File: src/rtl/rtr_route_filter_reg.sv
// Registered per-VC route filter: masks illegal port/class requests, checks head/tail framing.
// Define RTR_ROUTE_FILTER_ERR_COUNT_EN to add a saturating error-flit counter on err_count.
`ifndef CONNECTIVITY_LINE
`define CONNECTIVITY_LINE 0
`endif
`ifndef CONNECTIVITY_RING
`define CONNECTIVITY_RING 1
`endif
`ifndef CONNECTIVITY_FULL
`define CONNECTIVITY_FULL 2
`endif
`ifndef DIM_ORDER_ASCENDING
`define DIM_ORDER_ASCENDING 0
`endif
`ifndef DIM_ORDER_DESCENDING
`define DIM_ORDER_DESCENDING 1
`endif
`ifndef DIM_ORDER_BY_CLASS
`define DIM_ORDER_BY_CLASS 2
`endif

module rtr_route_filter_reg #(
  parameter int num_message_classes   = 2,
  parameter int num_resource_classes  = 2,
  parameter int num_vcs_per_class     = 1,
  parameter int num_ports             = 5,
  parameter int num_neighbors_per_dim = 2,
  parameter int num_nodes_per_router  = 1,
  parameter int connectivity          = `CONNECTIVITY_LINE,
  parameter int dim_order             = `DIM_ORDER_ASCENDING,
  parameter int port_id               = 0,
  parameter int vc_id                 = 0,
  parameter int err_count_width       = 8
) (
  input  logic                            clk,
  input  logic                            reset,
  input  logic                            route_valid,
  input  logic                            route_head,
  input  logic                            route_tail,
  input  logic [num_ports-1:0]            route_in_op,
  input  logic [num_resource_classes-1:0] route_in_orc,
  input  logic                            err_clear,
  output logic                            route_out_valid,
  output logic [num_ports-1:0]            route_out_op,
  output logic [num_resource_classes-1:0] route_out_orc,
  output logic                            pkt_active,
  output logic [2:0]                      errors,
  output logic [err_count_width-1:0]      err_count
);

  // state  | meaning
  // IDLE   | between packets; next valid flit must be a head
  // ACTIVE | inside a multi-flit packet; body/tail flits expected
  localparam logic [0:0] IDLE   = 1'b0;
  localparam logic [0:0] ACTIVE = 1'b1;

  localparam int message_class  = (vc_id / (num_resource_classes * num_vcs_per_class)) % num_message_classes;
  localparam int resource_class = (vc_id / num_vcs_per_class) % num_resource_classes;
  localparam bit last_rc        = (resource_class == num_resource_classes - 1);
  localparam int num_net_ports  = num_ports - num_nodes_per_router;
  localparam bit port_is_net    = (port_id < num_net_ports);
  localparam bit ascending      = (dim_order == `DIM_ORDER_ASCENDING) ||
                                  ((dim_order == `DIM_ORDER_BY_CLASS) && (message_class % 2 == 0));

  // Once in the last resource class a packet may not turn back or revisit an earlier dimension.
  function automatic logic [num_ports-1:0] calc_port_mask();
    logic [num_ports-1:0] m;
    int port_dim;
    int op_dim;
    m = '1;
    port_dim = port_id / num_neighbors_per_dim;
    for (int op = 0; op < num_ports; op++) begin
      op_dim = op / num_neighbors_per_dim;
      if (op < num_net_ports) begin
        if (last_rc) begin
          if ((connectivity == `CONNECTIVITY_FULL) ? (op_dim == port_dim) : (op == port_id))
            m[op] = 1'b0;
          if (port_is_net && (ascending ? (op_dim < port_dim) : (op_dim > port_dim)))
            m[op] = 1'b0;
        end
      end else if (op == port_id) begin
        m[op] = 1'b0;
      end
    end
    return m;
  endfunction

  function automatic logic [num_resource_classes-1:0] calc_class_mask();
    logic [num_resource_classes-1:0] m;
    m = '0;
    for (int c = 0; c < num_resource_classes; c++)
      if ((c == resource_class) || (c == resource_class + 1))
        m[c] = 1'b1;
    return m;
  endfunction

  localparam logic [num_ports-1:0] port_mask = calc_port_mask();

  logic                            head_flit;
  logic [num_ports-1:0]            op_next;
  logic [num_resource_classes-1:0] orc_next;
  logic                            port_err;
  logic                            class_err;
  logic                            frame_err;
  logic [2:0]                      new_err;
  logic [0:0]                      state;
  logic [0:0]                      state_next;

  assign head_flit = route_valid & route_head;
  assign op_next   = head_flit ? (route_in_op & port_mask) : '0;
  assign port_err  = head_flit & ((|(route_in_op & ~port_mask)) | ~(|route_in_op));

  generate
    if (num_resource_classes == 1) begin : g_single_rc
      logic unused_orc;
      assign unused_orc = ^route_in_orc;
      assign orc_next   = head_flit;
      assign class_err  = 1'b0;
    end else begin : g_multi_rc
      localparam logic [num_resource_classes-1:0] class_mask = calc_class_mask();
      assign orc_next  = head_flit ? (route_in_orc & class_mask) : '0;
      assign class_err = head_flit & ((|(route_in_orc & ~class_mask)) | ~(|route_in_orc));
    end
  endgenerate

  always_comb begin
    state_next = state;
    frame_err  = 1'b0;
    if (route_valid) begin
      case (state)
        IDLE: begin
          if (!route_head)
            frame_err = 1'b1;
          else if (!route_tail)
            state_next = ACTIVE;
        end
        ACTIVE: begin
          // A stray head is flagged but still starts a fresh packet.
          if (route_head) begin
            frame_err  = 1'b1;
            state_next = route_tail ? IDLE : ACTIVE;
          end else if (route_tail) begin
            state_next = IDLE;
          end
        end
        default: state_next = IDLE;
      endcase
    end
  end

  assign new_err = {frame_err, class_err, port_err};

  always_ff @(posedge clk) begin
    if (reset) begin
      state           <= IDLE;
      route_out_valid <= 1'b0;
      route_out_op    <= '0;
      route_out_orc   <= '0;
      errors          <= 3'b000;
    end else begin
      state           <= state_next;
      route_out_valid <= route_valid;
      route_out_op    <= op_next;
      route_out_orc   <= orc_next;
      errors          <= (err_clear ? 3'b000 : errors) | new_err;
    end
  end

  assign pkt_active = (state == ACTIVE);

`ifdef RTR_ROUTE_FILTER_ERR_COUNT_EN
  localparam logic [err_count_width-1:0] cnt_one = 1;
  logic [err_count_width-1:0] err_cnt_q;
  logic [err_count_width-1:0] cnt_base;

  assign cnt_base = err_clear ? '0 : err_cnt_q;

  always_ff @(posedge clk) begin
    if (reset)
      err_cnt_q <= '0;
    else if ((|new_err) && (cnt_base != '1))
      err_cnt_q <= cnt_base + cnt_one;
    else
      err_cnt_q <= cnt_base;
  end

  assign err_count = err_cnt_q;
`else
  assign err_count = '0;
`endif

endmodule

File: config.mk
export PLATFORM = sky130hd
export DESIGN_NAME = rtr_route_filter_reg
export DESIGN_NICKNAME = d
export VERILOG_FILES = /design/src/rtl/rtr_route_filter_reg.sv
export SDC_FILE = /design/constraint.sdc
export NUM_CORES = 1
export LEC_CHECK = 0
export CORE_MARGIN = 2
export CORE_UTILIZATION = 34
export CTS_BUF_LIST = sky130_fd_sc_hd__clkbuf_4 sky130_fd_sc_hd__clkbuf_8
export DETAILED_ROUTE_END_ITERATION = 12
export PLACE_DENSITY = 0.84
export SETUP_SLACK_MARGIN = 0.2
export SYNTH_ARGS = -nofsm -noshare
export SYNTH_HDL_FRONTEND = slang
export SYNTH_SLANG_ARGS = --single-unit
File: constraint.sdc
create_clock -name clk -period 0.8 [get_ports clk]
set_input_delay 0.08 -clock clk [delete_from_list [all_inputs] [get_ports clk]]
set_output_delay 0.08 -clock clk [all_outputs]
set_load 0.1 [all_outputs]
==> metrics.csv <==
stage,metric,value,unit
clock_network,register clock-pin slew on the reported worst setup and hold paths,70,ps
floorplan,Die ar.,0.00164,mm2
global_routing,initial antenna violation count,0,
synth,Synth async-reset ratio,0,
finish,multi-input combinational cell area,195,um2
global_routing,GRT Overall Usage,0.143,
floorplan,Boundary Pins,33,
timing,final setup fails,13,
clock_network,TritonCTS clock tree,built,
worst_setup_path,CP Capture Type,output port,
power_and_ir_drop,Power Density,1660,mW/mm2
worst_setup_path,Worst setup SP type,flip-flop,
synth,synthesized area,454,um2
global_routing,vias in the first global route,365,
finish,ant diodes,0,
clock_network,Longest Clk Path Bufs,2,
worst_setup_path,critical path's top delay family,flip-flops,
placed_design,Port Buffers,24,
run_status,outcome,"finished, violations left",
synth,ys flop type,dfxtp_1,
timing,final worst-path cycle share,1.11,
floorplan,total core area,0.00127,mm2
floorplan,Initial Utilization,0.358,
placed_design,routability cong.,0.684,
global_routing,largest net degree at the start of global routing,8,
timing,"Hold Vio Cnt, Final",0,
power_and_ir_drop,Max VDD drop,1080,uV
finish,area growth from synthesis to layout,98.3,%
worst_setup_path,critical path class,reg2out,
synth,synthesized flop and latch total,12,
synth,Yosys top cell by area,dfxtp_1,
drt,Initial DRT Pass Iterations,4,
placed_design,hpwl dp,820,um
finish,layout cell share with drive strength beyond 1,0.563,
timing,Final Max Tran Viols,0,
finish,Util after Layout,0.710,
floorplan,Rows,13,
drt,DR vias/cell,4.33,
synth,dominant cell by count in the synthesized netlist,dfxtp_1,
worst_setup_path,"Cell Chain, Critical Path",buf_12,
drt,initial detailed-routing violation count,8,
hold_path,Hold Path Class,in2reg,
synth,synth cell count leaders,"dfxtp_1, buf_4, and2_2",
flow_run,Max-Cap Viols,0,
clock_network,H-tree depth,1,
drt,Vias,372,
clock_network,CTS Buf Count,3,
finish,Reg area,285,um2
worst_setup_path,Worst EP required,720,ps
floorplan,Die Ht,40.6,um
timing,Peak Freq,1.13,GHz
global_routing,gr ovfl total,0,
floorplan,DIE WIDTH,40.6,um
timing,Final Worst Setup Slack,-87.0,ps
worst_setup_path,WP data arrival,810,ps
synth,Area contributors post-synth,"dfxtp_1, buf_4, and2_2",
synth,register area share after synthesis,0.529,
worst_setup_path,Crit Path Max Fanout,2,
finish,# fillers,89,
synth,yosys warns,0,
synth,Post-Synthesis Cells,42,
finish,# nets final,85,
drt,wire length per cell,12.0,um
drt,DRC viols,0,
clock_network,Post-CTS Hold Fix Bufs,0,
power_and_ir_drop,Pleak,0.391,nW
clock_network,clk_lat worst skew,260,ps
synth,top-area cell type share of the netlist area,0.529,
timing,fin crit period,887,ps
synth,Yosys cell types,17,
worst_setup_path,Bufs and invs on worst path,1,
drt,final wirelength,1.04,mm
clock_network,clock sinks,12,
global_routing,global-route wire length before repair,1.49,mm
worst_setup_path,CP peak stage delay,370,ps
clock_network,CTS root buf,clkbuf_4,
power_and_ir_drop,Final Power,1.49,mW
timing,unrepaired setup endpoints after global routing,yes,
worst_setup_path,Slowest cell on crit path,dfxtp_4,
synth,Post-synth EDFFs,0,
drt,Routed Antenna Nets,0,
synth,syn_area_per_cell,10.8,um2
timing,Worst Clk Skew,0.103,ps
run_status,failing checks,negative setup slack,
registers in the layout (all words and copies together), names as in the netlist:
| name | cells |
|---|---|
| route_out_op | 5 |
| pkt_active | 1 |
| route_out_orc | 2 |
| errors | 3 |
| route_out_valid | 1 |
kinds of logic after synthesis:
family                    count (synthesis)  share of synthesized area
other                                     1                    0.00826
buffers and inverters                     9                      0.157
AOI/OAI and AO/OA                         5                     0.0854
DFF                                      12                      0.529
xor gates and xnor gates                  1                     0.0193
and+or+nand+nor                          14                      0.201
routing by layer:
metal	global-route usage	wire length (um)	up-vias
li1	-	-	181
met1	0.144	361	169
met2	0.270	583	22
met3	0.0444	92	0
met4	0.0500	0	0
met5	0	0	-
worst paths after layout:
path,startpoint,endpoint,slack [ps],depth (start not counted)
max,errors[0],errors[0],-90,1
min,reset,pkt_active,120,2
max reg2reg,pkt_active,errors[2],-30,3
min reg2reg,errors[0],errors[0],520,1
through the flow:
| step | hold WS (ps) | std cells | TNS [ps] | setup WS [ps] | cell area [um2] |
|---|---|---|---|---|---|
| finish | 120 | 86 | -846 | -87.0 | 901 |
| global route | 133 | 86 | -1180 | -120 | 901 |
| CTS | 122 | 86 | -905 | -94.6 | 896 |
| detailed placement | 492 | 80 | -4080 | -450 | 852 |
| global placement | 476 | 80 | -3870 | -413 | 852 |
| floorplan | 149 | 49 | -100 | -78.4 | 537 |
where the power goes:
| part | leakage, nW | total [mW] | switching [mW] | internal (mW) |
|---|---|---|---|---|
| Sequential | 0.107 | 0.610 | 0.0183 | 0.591 |
| Clock | 0.0154 | 0.371 | 0.191 | 0.180 |
| Combinational | 0.269 | 0.510 | 0.359 | 0.152 |
final cells by class:
| type | count | area share |
|---|---|---|
| Clock buffer | 3 | 0.0250 |
| Timing Repair Buffer | 26 | 0.417 |
| Clock inverter | 1 | 0.00417 |
| Sequential cell | 12 | 0.317 |
| Multi-Input combinational cell | 29 | 0.217 |
| Tap cell | 15 | 0.0208 |
cell usage in the layout, fill, tap and decap left out, types with 2 or more instances in the layout:
master | synthesis | final
clkdlybuf4s50_1 | 0 | 4
dfxtp_4 | 0 | 12
clkdlybuf4s15_2 | 0 | 2
buf_12 | 0 | 12
and2_1 | 2 | 2
clkbuf_4 | 0 | 3
conb_1 | 1 | 8
and2_4 | 0 | 5
dlygate4sd2_1 | 0 | 5
nor2_1 | 3 | 3
what timing repair did:
action | in CTS | in global routing
cloned | 1 | 0
gates resized for setup | 15 | 1
pin swaps | 2 | 0
endpoints found under the hold margin | 0 | 0
endpoints found under the setup margin | 24 | 16
setup buffers | 1 | 0
(Power assumes the default switching activity.)
